--- src/rtl/mem_access_stage.sv ---
// Memory-access pipeline stage: registers one instruction, runs its load/store on the
// req/gnt + rvalid data bus, and emits a single-cycle writeback beat.
module mem_access_stage #(
    parameter int unsigned DMEM_TIMEOUT = 255
) (
    input  logic        clk,
    input  logic        rst,
    input  logic        ex_valid,
    output logic        ex_ready,
    input  logic [13:0] control_word_ex,
    input  logic [31:0] ALU_result,
    input  logic [31:0] regfileb_ex,
    output logic        dmem_req,
    output logic        dmem_we,
    output logic [31:0] dmem_addr,
    output logic [31:0] dmem_wdata,
    output logic [3:0]  dmem_be,
    input  logic        dmem_gnt,
    input  logic        dmem_rvalid,
    input  logic [31:0] dmem_rdata,
    output logic        wb_valid,
    output logic        wb_rf_we,
    output logic [4:0]  wb_rd,
    output logic [31:0] wb_data,
    output logic        wb_misalign,
    output logic        wb_bus_err
);

    localparam int unsigned CNT_W = $clog2(DMEM_TIMEOUT + 1);

    typedef enum logic [1:0] {IDLE, REQ, WAIT_R, RESP} state_t;

    state_t           state;
    logic [CNT_W-1:0] cnt;
    logic             r_store;
    logic             r_rf_wb;
    logic [4:0]       r_rd;
    logic [2:0]       r_f3;
    logic [1:0]       r_addr_lo;

    // Control word fields; branch_taken and pc_src belong to earlier stages.
    logic       in_rf_wb;
    logic       in_mem_we;
    logic [1:0] in_wb_src;
    logic [4:0] in_rd;
    logic [2:0] in_f3;
    logic       unused_ctrl;

    assign in_rf_wb    = control_word_ex[12];
    assign in_mem_we   = control_word_ex[11];
    assign in_wb_src   = control_word_ex[10:9];
    assign in_rd       = control_word_ex[7:3];
    assign in_f3       = control_word_ex[2:0];
    assign unused_ctrl = control_word_ex[13] ^ control_word_ex[8];

    logic        is_load_c;
    logic        is_mem_c;
    logic        misalign_c;
    logic [3:0]  be_c;
    logic [31:0] wdata_c;
    logic        cnt_hit_c;

    assign is_load_c = !in_mem_we && (in_wb_src == 2'b01);
    assign is_mem_c  = in_mem_we || is_load_c;
    assign cnt_hit_c = (cnt == CNT_W'(DMEM_TIMEOUT - 1));

    // Alignment check and store lane steering from the incoming instruction.
    always_comb begin
        misalign_c = 1'b0;
        be_c       = 4'b1111;
        wdata_c    = regfileb_ex;
        case (in_f3[1:0])
            2'b00: begin
                be_c    = 4'b0001 << ALU_result[1:0];
                wdata_c = {4{regfileb_ex[7:0]}};
            end
            2'b01: begin
                misalign_c = ALU_result[0];
                be_c       = ALU_result[1] ? 4'b1100 : 4'b0011;
                wdata_c    = {2{regfileb_ex[15:0]}};
            end
            2'b10:   misalign_c = |ALU_result[1:0];
            default: misalign_c = 1'b1;
        endcase
        if (!in_mem_we) be_c = 4'b1111;
    end

    logic [7:0]  lane_b_c;
    logic [15:0] lane_h_c;
    logic        sext_c;
    logic [31:0] load_data_c;

    // Load lane select and sign/zero extension.
    always_comb begin
        case (r_addr_lo)
            2'd0:    lane_b_c = dmem_rdata[7:0];
            2'd1:    lane_b_c = dmem_rdata[15:8];
            2'd2:    lane_b_c = dmem_rdata[23:16];
            default: lane_b_c = dmem_rdata[31:24];
        endcase
        lane_h_c = r_addr_lo[1] ? dmem_rdata[31:16] : dmem_rdata[15:0];
        sext_c   = ~r_f3[2];
        case (r_f3[1:0])
            2'b00:   load_data_c = {{24{sext_c & lane_b_c[7]}}, lane_b_c};
            2'b01:   load_data_c = {{16{sext_c & lane_h_c[15]}}, lane_h_c};
            default: load_data_c = dmem_rdata;
        endcase
    end

    always_ff @(posedge clk) begin
        if (rst) begin
            state       <= IDLE;
            cnt         <= '0;
            r_store     <= 1'b0;
            r_rf_wb     <= 1'b0;
            r_rd        <= '0;
            r_f3        <= '0;
            r_addr_lo   <= '0;
            ex_ready    <= 1'b1;
            dmem_req    <= 1'b0;
            dmem_we     <= 1'b0;
            dmem_addr   <= '0;
            dmem_wdata  <= '0;
            dmem_be     <= '0;
            wb_valid    <= 1'b0;
            wb_rf_we    <= 1'b0;
            wb_rd       <= '0;
            wb_data     <= '0;
            wb_misalign <= 1'b0;
            wb_bus_err  <= 1'b0;
        end else begin
            wb_valid    <= 1'b0;
            wb_rf_we    <= 1'b0;
            wb_rd       <= '0;
            wb_data     <= '0;
            wb_misalign <= 1'b0;
            wb_bus_err  <= 1'b0;
            case (state)
                IDLE: begin
                    if (ex_valid && ex_ready) begin
                        r_store   <= in_mem_we;
                        r_rf_wb   <= in_rf_wb;
                        r_rd      <= in_rd;
                        r_f3      <= in_f3;
                        r_addr_lo <= ALU_result[1:0];
                        if (!is_mem_c) begin
                            wb_valid <= 1'b1;
                            wb_rd    <= in_rd;
                            wb_data  <= ALU_result;
                            wb_rf_we <= in_rf_wb && (in_rd != 5'd0);
                        end else if (misalign_c) begin
                            wb_valid    <= 1'b1;
                            wb_rd       <= in_rd;
                            wb_misalign <= 1'b1;
                        end else begin
                            state      <= REQ;
                            ex_ready   <= 1'b0;
                            cnt        <= '0;
                            dmem_req   <= 1'b1;
                            dmem_we    <= in_mem_we;
                            dmem_addr  <= {ALU_result[31:2], 2'b00};
                            dmem_be    <= be_c;
                            dmem_wdata <= wdata_c;
                        end
                    end
                end
                REQ: begin
                    // A grant in the final timeout cycle still wins.
                    if (dmem_gnt) begin
                        dmem_req <= 1'b0;
                        cnt      <= '0;
                        if (r_store) begin
                            state    <= RESP;
                            wb_valid <= 1'b1;
                            wb_rd    <= r_rd;
                        end else begin
                            state <= WAIT_R;
                        end
                    end else if (cnt_hit_c) begin
                        dmem_req   <= 1'b0;
                        state      <= RESP;
                        wb_valid   <= 1'b1;
                        wb_rd      <= r_rd;
                        wb_bus_err <= 1'b1;
                    end else begin
                        cnt <= cnt + CNT_W'(1);
                    end
                end
                WAIT_R: begin
                    if (dmem_rvalid) begin
                        state    <= RESP;
                        wb_valid <= 1'b1;
                        wb_rd    <= r_rd;
                        wb_data  <= load_data_c;
                        wb_rf_we <= r_rf_wb && (r_rd != 5'd0);
                    end else if (cnt_hit_c) begin
                        state      <= RESP;
                        wb_valid   <= 1'b1;
                        wb_rd      <= r_rd;
                        wb_bus_err <= 1'b1;
                    end else begin
                        cnt <= cnt + CNT_W'(1);
                    end
                end
                RESP: begin
                    state    <= IDLE;
                    ex_ready <= 1'b1;
                end
                default: begin
                    state    <= IDLE;
                    ex_ready <= 1'b1;
                    dmem_req <= 1'b0;
                end
            endcase
        end
    end

endmodule

--- config.mk ---
export PLATFORM = sky130hd
export DESIGN_NAME = mem_access_stage
export DESIGN_NICKNAME = d
export VERILOG_FILES = /design/src/rtl/mem_access_stage.sv
export SDC_FILE = /design/constraint.sdc
export NUM_CORES = 1
export LEC_CHECK = 0
export ABC_AREA = 1
export CORE_ASPECT_RATIO = 0.5
export CORE_MARGIN = 5
export CORE_UTILIZATION = 59
export CTS_BUF_LIST = sky130_fd_sc_hd__clkbuf_4 sky130_fd_sc_hd__clkbuf_8
export DETAILED_ROUTE_END_ITERATION = 6
export DONT_BUFFER_PORTS = 1
export PLACE_DENSITY = 0.78
export SYNTH_ARGS = -nofsm -noshare
export SYNTH_HDL_FRONTEND = slang
export SYNTH_SLANG_ARGS = --single-unit
--- constraint.sdc ---
create_clock -name clk -period 1.45 [get_ports clk]
set_input_delay 0.29 -clock clk [delete_from_list [all_inputs] [get_ports clk]]
set_output_delay 0.29 -clock clk [all_outputs]
set_load 0.05 [all_outputs]
# [Word-level counts from Yosys, hierarchy flattened]
# Index checks and enable logic that the tools add are counted.
# Widths: inputs -> output; s select.
[op_classes] addsub=1 n_eq_ne=15 shifts=1 mux=60 bitwise_logic=7 n_reduce_logical=23
[ops] op="$pmux 32 s2" n=3
[ops] op="$mux 32" n=3
[ops] op="$mux 8" n=6
[ops] op="$pmux 8 s3" n=2
[ops] op="$mux 5" n=7
[ops] op="$mux 1" n=21
[ops] op="$mux 16" n=1
[ops] op="$pmux 5 s3" n=1
[ops] op="$mux 2" n=6
[ops] op="$eq 2x1->1 const B" n=5
[ops] op="$reduce_and 5->1" n=2
[ops] op="$reduce_bool 5->1" n=2
[ops] op="$add 8x1->8 const B" n=1
[ops] op="$eq 2x2->1 const B" n=4
[ops] op="$eq 8x8->1 const B" n=1
[ops] op="$logic_not 2->1" n=4
[ops] op="$mux 4" n=2
[ops] op="$ne 2x2->1 const B" n=4
[ops] op="$pmux 1 s2" n=4
[ops] op="$pmux 2 s4" n=1
[ops] op="$pmux 4 s2" n=1
[ops] op="$reduce_and 4->1" n=2
[ops] op="$pmux 1 s3" n=2
[ops] op="$not 1->1" n=5
[ops] op="12 further kinds" n=17
[word_totals] regBits=132 inputBits=115 out_inout_bits=112 wordCells=126

# [Depth between registers and ports, before layout]
# Gate-level depths: netlist of run 1.
[depth] depth_word=6 ltp_mapped=11 depth_no_buf=11

# [Worst setup path after synthesis of run 1]
# Ideal clock, no wire load.
[synth_path] kind="reg2reg" startpoint="register ex_ready" endpoint="register dmem_be[0]" setup_ns=0.121 arrival_ns=1.557 required_time_ns=1.329 setup_slack_ns=-0.228 stages_incl_launch_ff=8 period_less_slack_ns=1.678 path_cell_list="dfxtp_1 -> nand2_1 -> nor2_4 -> nand3_4 -> inv_8 -> nand2_1 -> nor2_4 -> a21oi_1"
[synth_between] elab_chain_cells=2
[synth_rtl] element="start: declaration" line="9" text="output logic ex_ready,"
[synth_rtl] element="start signal: assignment" line="119" text="ex_ready <= 1'b1;"
[synth_rtl] element="start signal: assignment" line="157" text="ex_ready <= 1'b0;"
[synth_rtl] element="start signal: assignment" line="207" text="ex_ready <= 1'b1;"
[synth_rtl] element="$logic_and 1x1->1" line="140" text="if (ex_valid && ex_ready) begin"
[synth_rtl] element="$reduce_and 4->1 (no source line)"
[synth_rtl] element="end signal: assignment" line="124" text="dmem_be <= '0;"
[synth_rtl] element="end signal: assignment" line="162" text="dmem_be <= be_c;"
[synth_rtl] element="end: declaration" line="17" text="output logic [3:0] dmem_be,"
# No other way between the ends.
# A chain may end at the register's enable or synchronous reset.

# [Worst setup path in the final report of run 1]
[layout_path] startpoint="register state[1]" endpoint="register dmem_addr[27]"
[layout_between] elab_chain_cells=2
[layout_rtl] element="start: declaration" line="33" text="state_t state;"
[layout_rtl] element="start signal: assignment" line="112" text="state <= IDLE;"
[layout_rtl] element="start signal: assignment" line="156" text="state <= REQ;"
[layout_rtl] element="start signal: assignment" line="173" text="state <= RESP;"
[layout_rtl] element="$logic_not 2->1" line="138" text="case (state)"
[layout_rtl] element="$reduce_and 4->1 (no source line)"
[layout_rtl] element="end signal: assignment" line="161" text="dmem_addr <= {ALU_result[31:2], 2'b00};"
[layout_rtl] element="end: declaration" line="15" text="output logic [31:0] dmem_addr,"
# No other way between the ends.

==> flow_metrics.env, run 1 <==
export IMPL_io_buffers=0
export IMPL_synth_edff_count=0
export IMPL_fin_crit_sh_pct=120
export IMPL_postLayoutCellArea_um2=7920
export IMPL_startpoint_type="flop"
export IMPL_use_met1_pct=32.9
export IMPL_hold_viol=1
export IMPL_fp_dieW_um=154
export IMPL_cts_tree="done"
export IMPL_grtUsageTotal_pct=29.4
export IMPL_die_h_um=82.0
export IMPL_status="complete, but fails checks"
export IMPL_path_clk_slew_ns=0.08
export IMPL_fin_ws_ns=-0.290
export IMPL_synthDistinctLibCells=39
export IMPL_maxCapViolations=0
export IMPL_critical_path_max_stage_delay_ns=0.37
export IMPL_yosys_area_share_simple_pct=24.8
export IMPL_critical_path_max_fanout=22
export IMPL_rows=26
export IMPL_synth_xor_area_share_pct=0
export IMPL_critPathRequiredTime_ns=1.77
export IMPL_grt_ovfl_total=0
export IMPL_syn_cell_area_um2=6120
export IMPL_ys_seq_area_share_pct=43.2
export IMPL_worst_hold_slack_ns=-0.00211
export IMPL_violations="hold timing, setup timing"
export IMPL_syn_area_per_cell_um2=7.22
export IMPL_cp_cell_sequence="inv_4 -> ha_4 -> inv_2 -> nor2_4 -> nand3_4 -> buf_4 -> o21ai_0 -> nor2_1"
export IMPL_n_antenna_cell=0
export IMPL_gp_congestion=0.905
export IMPL_setup_viol=114
export IMPL_slew_headroom_pct=61.1
export IMPL_firstDrtPassIters=6
export IMPL_core_area_um2=10100
export IMPL_dp_hpwl_um=12900
export IMPL_final_layout_size_suffix_gt1_share_pct=24.2
export IMPL_ys_warn_count=0
export IMPL_ys_flop_type="dfxtp_1"
export IMPL_drt_iter0_markers=573
export IMPL_regArea_um2=2660
export IMPL_cts_buffers=17
export IMPL_grt_max_degree=56
export IMPL_rsz0062_at_grt="true"
export IMPL_pin_count=227
export IMPL_slew_violations=0
export IMPL_clk_latency_ns=0.45
export IMPL_multi_input_area_um2=3360
export IMPL_endpoint_kind="flop"
export IMPL_antenna_found_initial=0
export IMPL_reg2reg_slack_ns=-0.29
export IMPL_critPathArrivalTime_ns=2.05
export IMPL_drt_total_wl_um=21200
export IMPL_finalPower_uw=10100
export IMPL_irDropWorstVdd_v=0.000736
export IMPL_nFillCells=640
export IMPL_synth_adder_area_share_pct=1.43
export IMPL_cts_sinks=132
export IMPL_htree_levels=4
export IMPL_ys_async_sr_fraction_pct=0
export IMPL_synth_compound_area_share_pct=21.8
export IMPL_dieArea_um2=12600
export IMPL_grt_pass1_wl_um=29700
export IMPL_worstSetupPathType="reg -> reg"
export IMPL_cts_root_buf="clkbuf_8"
export IMPL_hp_class="in -> reg"
export IMPL_placed_area_um2=6440
export IMPL_synthMuxAreaShare_pct=0
export IMPL_vias=6403
export IMPL_wl_per_cell_um=19.7
export IMPL_initial_core_util_pct=60.3
export IMPL_period_minus_slack_ns=1.74
export IMPL_instances_no_fill=1078
export IMPL_grt_util_met3_pct=10.5
export IMPL_ys_ff_latch=132
export IMPL_p_leak_uw=0.00319
export IMPL_worst_slew_pin_slew_ns=0.583
export IMPL_fin_skew_ns=0.0160
export IMPL_route_detailed_drc=0
export IMPL_grt_busiest_layer="met2"
export IMPL_clockBufferDepth=2
export IMPL_use_met2_pct=52.2
export IMPL_layout_nets=1047
export IMPL_synth_cells=848
export IMPL_grt_pass1_vias=5862
export IMPL_antenna_left=0
export IMPL_power_density_nw_per_um2=1270
export IMPL_via_per_inst=5.94
export IMPL_synth_top_family_by_area="simple AND/OR/NAND/NOR gates"
export IMPL_dp_cells=986
export IMPL_clock_fmax_mhz=575
export IMPL_slowest_stage="dfxtp_4"
export IMPL_area_delta_synth_final_pct=29.4
## sequential cells by signal, summed over array words and instances, names as in the netlist
register     flops
dmem_addr       30
dmem_req         1
dmem_wdata      32
wb_rf_we         1
r_rd             5
r_addr_lo        2
r_rf_wb          1
wb_valid         1
ex_ready         1
cnt              8
dmem_we          1
r_store          1
r_f3             3
wb_data         32
wb_misalign      1
dmem_be          4
wb_bus_err       1
wb_rd            5
state            2
## stage by stage
stage	setup WS [ns]	setup TNS, ns	util (%)
final	-0.290	-6.55	78.0
after global routing	-0.300	-15.50	78.0
after CTS	-0.0194	-0.100	72.4
after detailed placement	-0.120	-2.92	63.4
after global placement	-0.0552	-0.471	63.4
after floorplan	0.0000435	0	-
## what timing repair did
item | in CTS | in global routing
pin swaps | 8 | 41
cloned | 0 | 5
setup endpoints to repair | 85 | 119
hold buffers | 44 | 3
hold endpoints to repair | 65 | 3
setup buffers | 3 | 5
gates resized for setup | 24 | 114
## layout by cell type, fill, tap and decap left out, types with 3 or more instances in the layout
cell,instances
nor2_1,141
dfxtp_1,128
nand2_1,127
o21ai_0,71
a21oi_1,64
dlygate4sd3_1,46
inv_1,45
a21oi_2,45
buf_4,44
nand3_1,36
o21ai_1,20
nand2_2,20
clkbuf_8,18
o21ai_2,13
nand2_4,9
o22ai_1,7
or2_2,6
inv_2,6
a22o_1,6
buf_12,6
nor2_4,5
nand3_4,5
clkinvlp_4,5
nand3_2,4
nor2_2,4
inv_6,4
ha_4,4
clkbuf_16,4
buf_6,4
a22oi_1,3
a22oi_2,3
nor3_1,3
ha_1,3
clkinv_2,3
dfxtp_4,3
## worst max-delay path, delay by kind of cell (launching register included)
kind / cells / cell delay, ns
AND/OR/NAND/NOR: 3 / 0.39
buffers and inverters: 3 / 0.37
flip-flops: 1 / 0.37
adder cells (fa/ha/maj): 1 / 0.14
AO/OA/AOI/OAI: 1 / 0.34
## cell usage after synthesis (3+ instances only)
cell / instances / area share [%]
nor2_4: 3 / 0.55
buf_4: 3 / 0.37
o22ai_1: 7 / 0.72
ha_1: 7 / 1.4
a22o_1: 6 / 0.86
nor3_1: 3 / 0.25
o21ai_1: 9 / 0.74
dfxtp_1: 132 / 43
clkbuf_1: 26 / 1.6
buf_6: 7 / 1.3
inv_1: 49 / 3.0
buf_8: 3 / 0.74
or2_2: 6 / 0.61
nand2_2: 3 / 0.31
inv_2: 4 / 0.25
buf_2: 10 / 0.82
a21oi_2: 12 / 1.7
nand2_1: 153 / 9.4
nor2_1: 145 / 8.9
nand3_4: 3 / 0.86
nand3_1: 42 / 3.4
a22oi_1: 6 / 0.74
a21oi_1: 97 / 7.9
o21ai_0: 94 / 7.7
## final timing paths
kind | cells after the start | start | end
min | 2 | ALU_result[4] | wb_data[4]$_SDFF_PP0_
min reg2reg | 2 | cnt[6]$_SDFFE_PP0P_ | cnt[6]$_SDFFE_PP0P_
max reg2reg | 8 | state[1]$_SDFFE_PP0P_ | dmem_addr[27]$_SDFFE_PP0P_
max | 8 | state[1]$_SDFFE_PP0P_ | dmem_addr[27]$_SDFFE_PP0P_
## report_power, final
part	internal [uW]	leakage (uW)	switching (uW)
combinational	945	0.00193	1360
sequential	3890	0.00108	861
clock	1420	0.000180	1610
## layout make-up
class / count / share of cell area [%]
Multi-Input combinational cell: 612 / 42.4
Sequential cell: 132 / 33.5
Timing Repair Buffer: 107 / 14.2
Clock buffer: 18 / 3.13
Inverter: 55 / 2.89
Tap cell: 140 / 2.21
Clock inverter: 14 / 1.63
## cells by family after synthesis
family                     Yosys count
and+or+nand+nor                    363
other                                1
DFF                                132
adders and majority gates            7
buffers and inverters              105
AOI/OAI and AO/OA                  240
## routing by layer
metal  wire length (um)  share of wire (%)
met1               7860                 37
met2              10200                 48
met3               2500                 12
met4                597                2.8
met5                  0                  0
Note: power is estimated with default switching activity, not from simulation.
==> inputs of run 2 (changes only) <==
Settings changed: CORE_UTILIZATION 59 to 66, PLACE_DENSITY 0.78 to 0.82.
Clock period 1.45 ns to 1.8 ns, I/O delays scaled along.
==> flow_metrics.env, run 2 (synthesis results as in run 1) <==
export IMPL_fp_dieW_um=146
export IMPL_antenna_found_initial=0
export IMPL_slew_headroom_pct=62.2
export IMPL_layout_nets=966
export IMPL_worstSetupPathType="reg -> reg"
export IMPL_worst_slew_pin_slew_ns=0.567
export IMPL_p_seq_share_pct=49.8
export IMPL_die_h_um=78.1
export IMPL_initial_core_util_pct=69.1
export IMPL_io_buffers=0
export IMPL_switchingPower_uw=2790
export IMPL_via_per_inst=6.03
export IMPL_dieArea_um2=11400
export IMPL_period_minus_slack_ns=1.70
export IMPL_slew_violations=0
export IMPL_final_layout_size_suffix_gt1_share_pct=11.9
export IMPL_rsz0062_at_grt="false"
export IMPL_path_clk_slew_ns=0.08
export IMPL_critical_path_max_fanout=20
export IMPL_antenna_left=0
export IMPL_wl_met2_um=8670
export IMPL_status="finished clean"
export IMPL_irDropWorstVdd_v=0.000573
export IMPL_power_density_nw_per_um2=1160
export IMPL_grt_pass1_vias=5218
export IMPL_power_frac_comb_pct=17.2
export IMPL_placed_area_um2=6140
export IMPL_vias=5874
export IMPL_endpoint_kind="flop"
export IMPL_layout_common_cells="nand2_1 (153), nor2_1 (144), dfxtp_1 (131), a21oi_1 (96), o21ai_0 (94)"
export IMPL_wl_per_cell_um=18.7
export IMPL_maxCapViolations=0
export IMPL_area_delta_synth_final_pct=9.28
export IMPL_clk_latency_ns=0.45
export IMPL_slowest_stage="dfxtp_2"
export IMPL_fin_skew_ns=0.0129
export IMPL_wl_met1_um=6720
export IMPL_route_detailed_drc=0
export IMPL_htree_levels=4
export IMPL_grt_ovfl_total=0
export IMPL_cts_tree="done"
export IMPL_cp_cell_sequence="inv_2 -> ha_4 -> inv_2 -> nor2_4 -> buf_4 -> nand3_4 -> inv_8 -> buf_4 -> nor2_1 -> nor2_1"
export IMPL_critPathRequiredTime_ns=2.18
export IMPL_cts_root_buf="clkbuf_8"
export IMPL_core_area_um2=8860
export IMPL_postLayoutCellArea_um2=6690
export IMPL_grt_pass1_wl_um=28000
export IMPL_drt_total_wl_um=18200
export IMPL_firstDrtPassIters=7
export IMPL_grtUsageTotal_pct=30.4
export IMPL_routed_top_layer="met4"
export IMPL_cts_buffers=17
export IMPL_setup_viol=0
export IMPL_wl_met3_um=2490
export IMPL_p_leak_uw=0.00271
export IMPL_fin_crit_sh_pct=94.5
export IMPL_tns_ns=0
export IMPL_worstHoldPathCells=2
export IMPL_final_common_cell="nand2_1"
export IMPL_grt_max_degree=52
export IMPL_n_antenna_cell=0
export IMPL_dp_hpwl_um=12700
export IMPL_power_internal_uw=4950
export IMPL_rows=24
export IMPL_hp_class="in -> reg"
export IMPL_switching_share_pct=36.0
export IMPL_drt_iter0_markers=568
export IMPL_clock_fmax_mhz=588
export IMPL_top_regs="dmem_wdata: 32 flops, wb_data: 32 flops, dmem_addr: 30 flops"
export IMPL_hold_viol=0
export IMPL_r2r_cells=10
export IMPL_cts_sinks=132
export IMPL_pin_count=227
export IMPL_critPathArrivalTime_ns=2.08
export IMPL_power_clock_fraction_pct=33.0
export IMPL_critical_path_max_stage_delay_ns=0.36
export IMPL_clockBufferDepth=2
export IMPL_startpoint_type="flop"
export IMPL_gp_congestion=0.926
==> run 2: path summary, 6_finish.rpt <==
check / from / end / slack [ns]
hold / removal: ALU_result[20] / wb_data[20]$_SDFF_PP0_ / 0.05
setup / recovery: state[1]$_SDFFE_PP0P_ / dmem_addr[14]$_SDFFE_PP0P_ / 0.1
setup reg to reg: state[1]$_SDFFE_PP0P_ / dmem_addr[14]$_SDFFE_PP0P_ / 0.1
hold reg to reg: cnt[6]$_SDFFE_PP0P_ / cnt[6]$_SDFFE_PP0P_ / 0.49
==> run 2: cell type report <==
class / count / area (um2)
Fill cell: 658 / 2170
Sequential cell: 132 / 2640
Multi-Input combinational cell: 612 / 2970
Tap cell: 117 / 146
Clock buffer: 20 / 275
Inverter: 55 / 219
Clock inverter: 12 / 129
Timing Repair Buffer: 26 / 303
==> run 2: through the flow <==
step           std cells  total power [uW]  setup WS, ns  hold WS, ns  util, %
3_5_place_dp         934              5110       -0.0192        0.438     69.3
6_report             974              7730        0.0982       0.0464     75.5
2_1_floorplan        849              4890         0.122        0.452        -
5_1_grt              974              8070       0.00218       0.0301     75.5
3_3_place_gp         934              5070         0.108        0.436     69.3
4_1_cts              968              7640        0.0184       0.0390     74.3
==> run 2: timing repair <==
action,CTS,global route
cloned,0,3
gates resized for setup,1,8
hold buffers,2,0
pin swaps,0,4
endpoints found under the setup margin,2,63
hold endpoints to repair,51,0
buffers inserted,0,3
==> run 2: critical path, delay by kind of cell (launching register included) <==
kind	cells	cell delay, ns
buf+inv	5	0.73
flops	1	0.36
fa+ha+maj	1	0.16
simple gates	4	0.39
==> run 2: power by group through the flow <==
stage | logic (uW) | registers [uW] | clock network [uW]
final | 1330 | 3850 | 2550
after global routing | 1470 | 3870 | 2720
after CTS | 1230 | 3850 | 2550
after detailed placement | 1190 | 3920 | 0
after global placement | 1150 | 3910 | 0
after floorplan | 1020 | 3870 | 0
==> run 2: metal layers <==
| layer | GRT usage (%) | vias to the layer above |
|---|---|---|
| met1 | 37.2 | 2690 |
| met5 | 0 | - |
| li1 | - | 2781 |
| met3 | 11.2 | 34 |
| met4 | 9.38 | 0 |
| met2 | 50.9 | 369 |
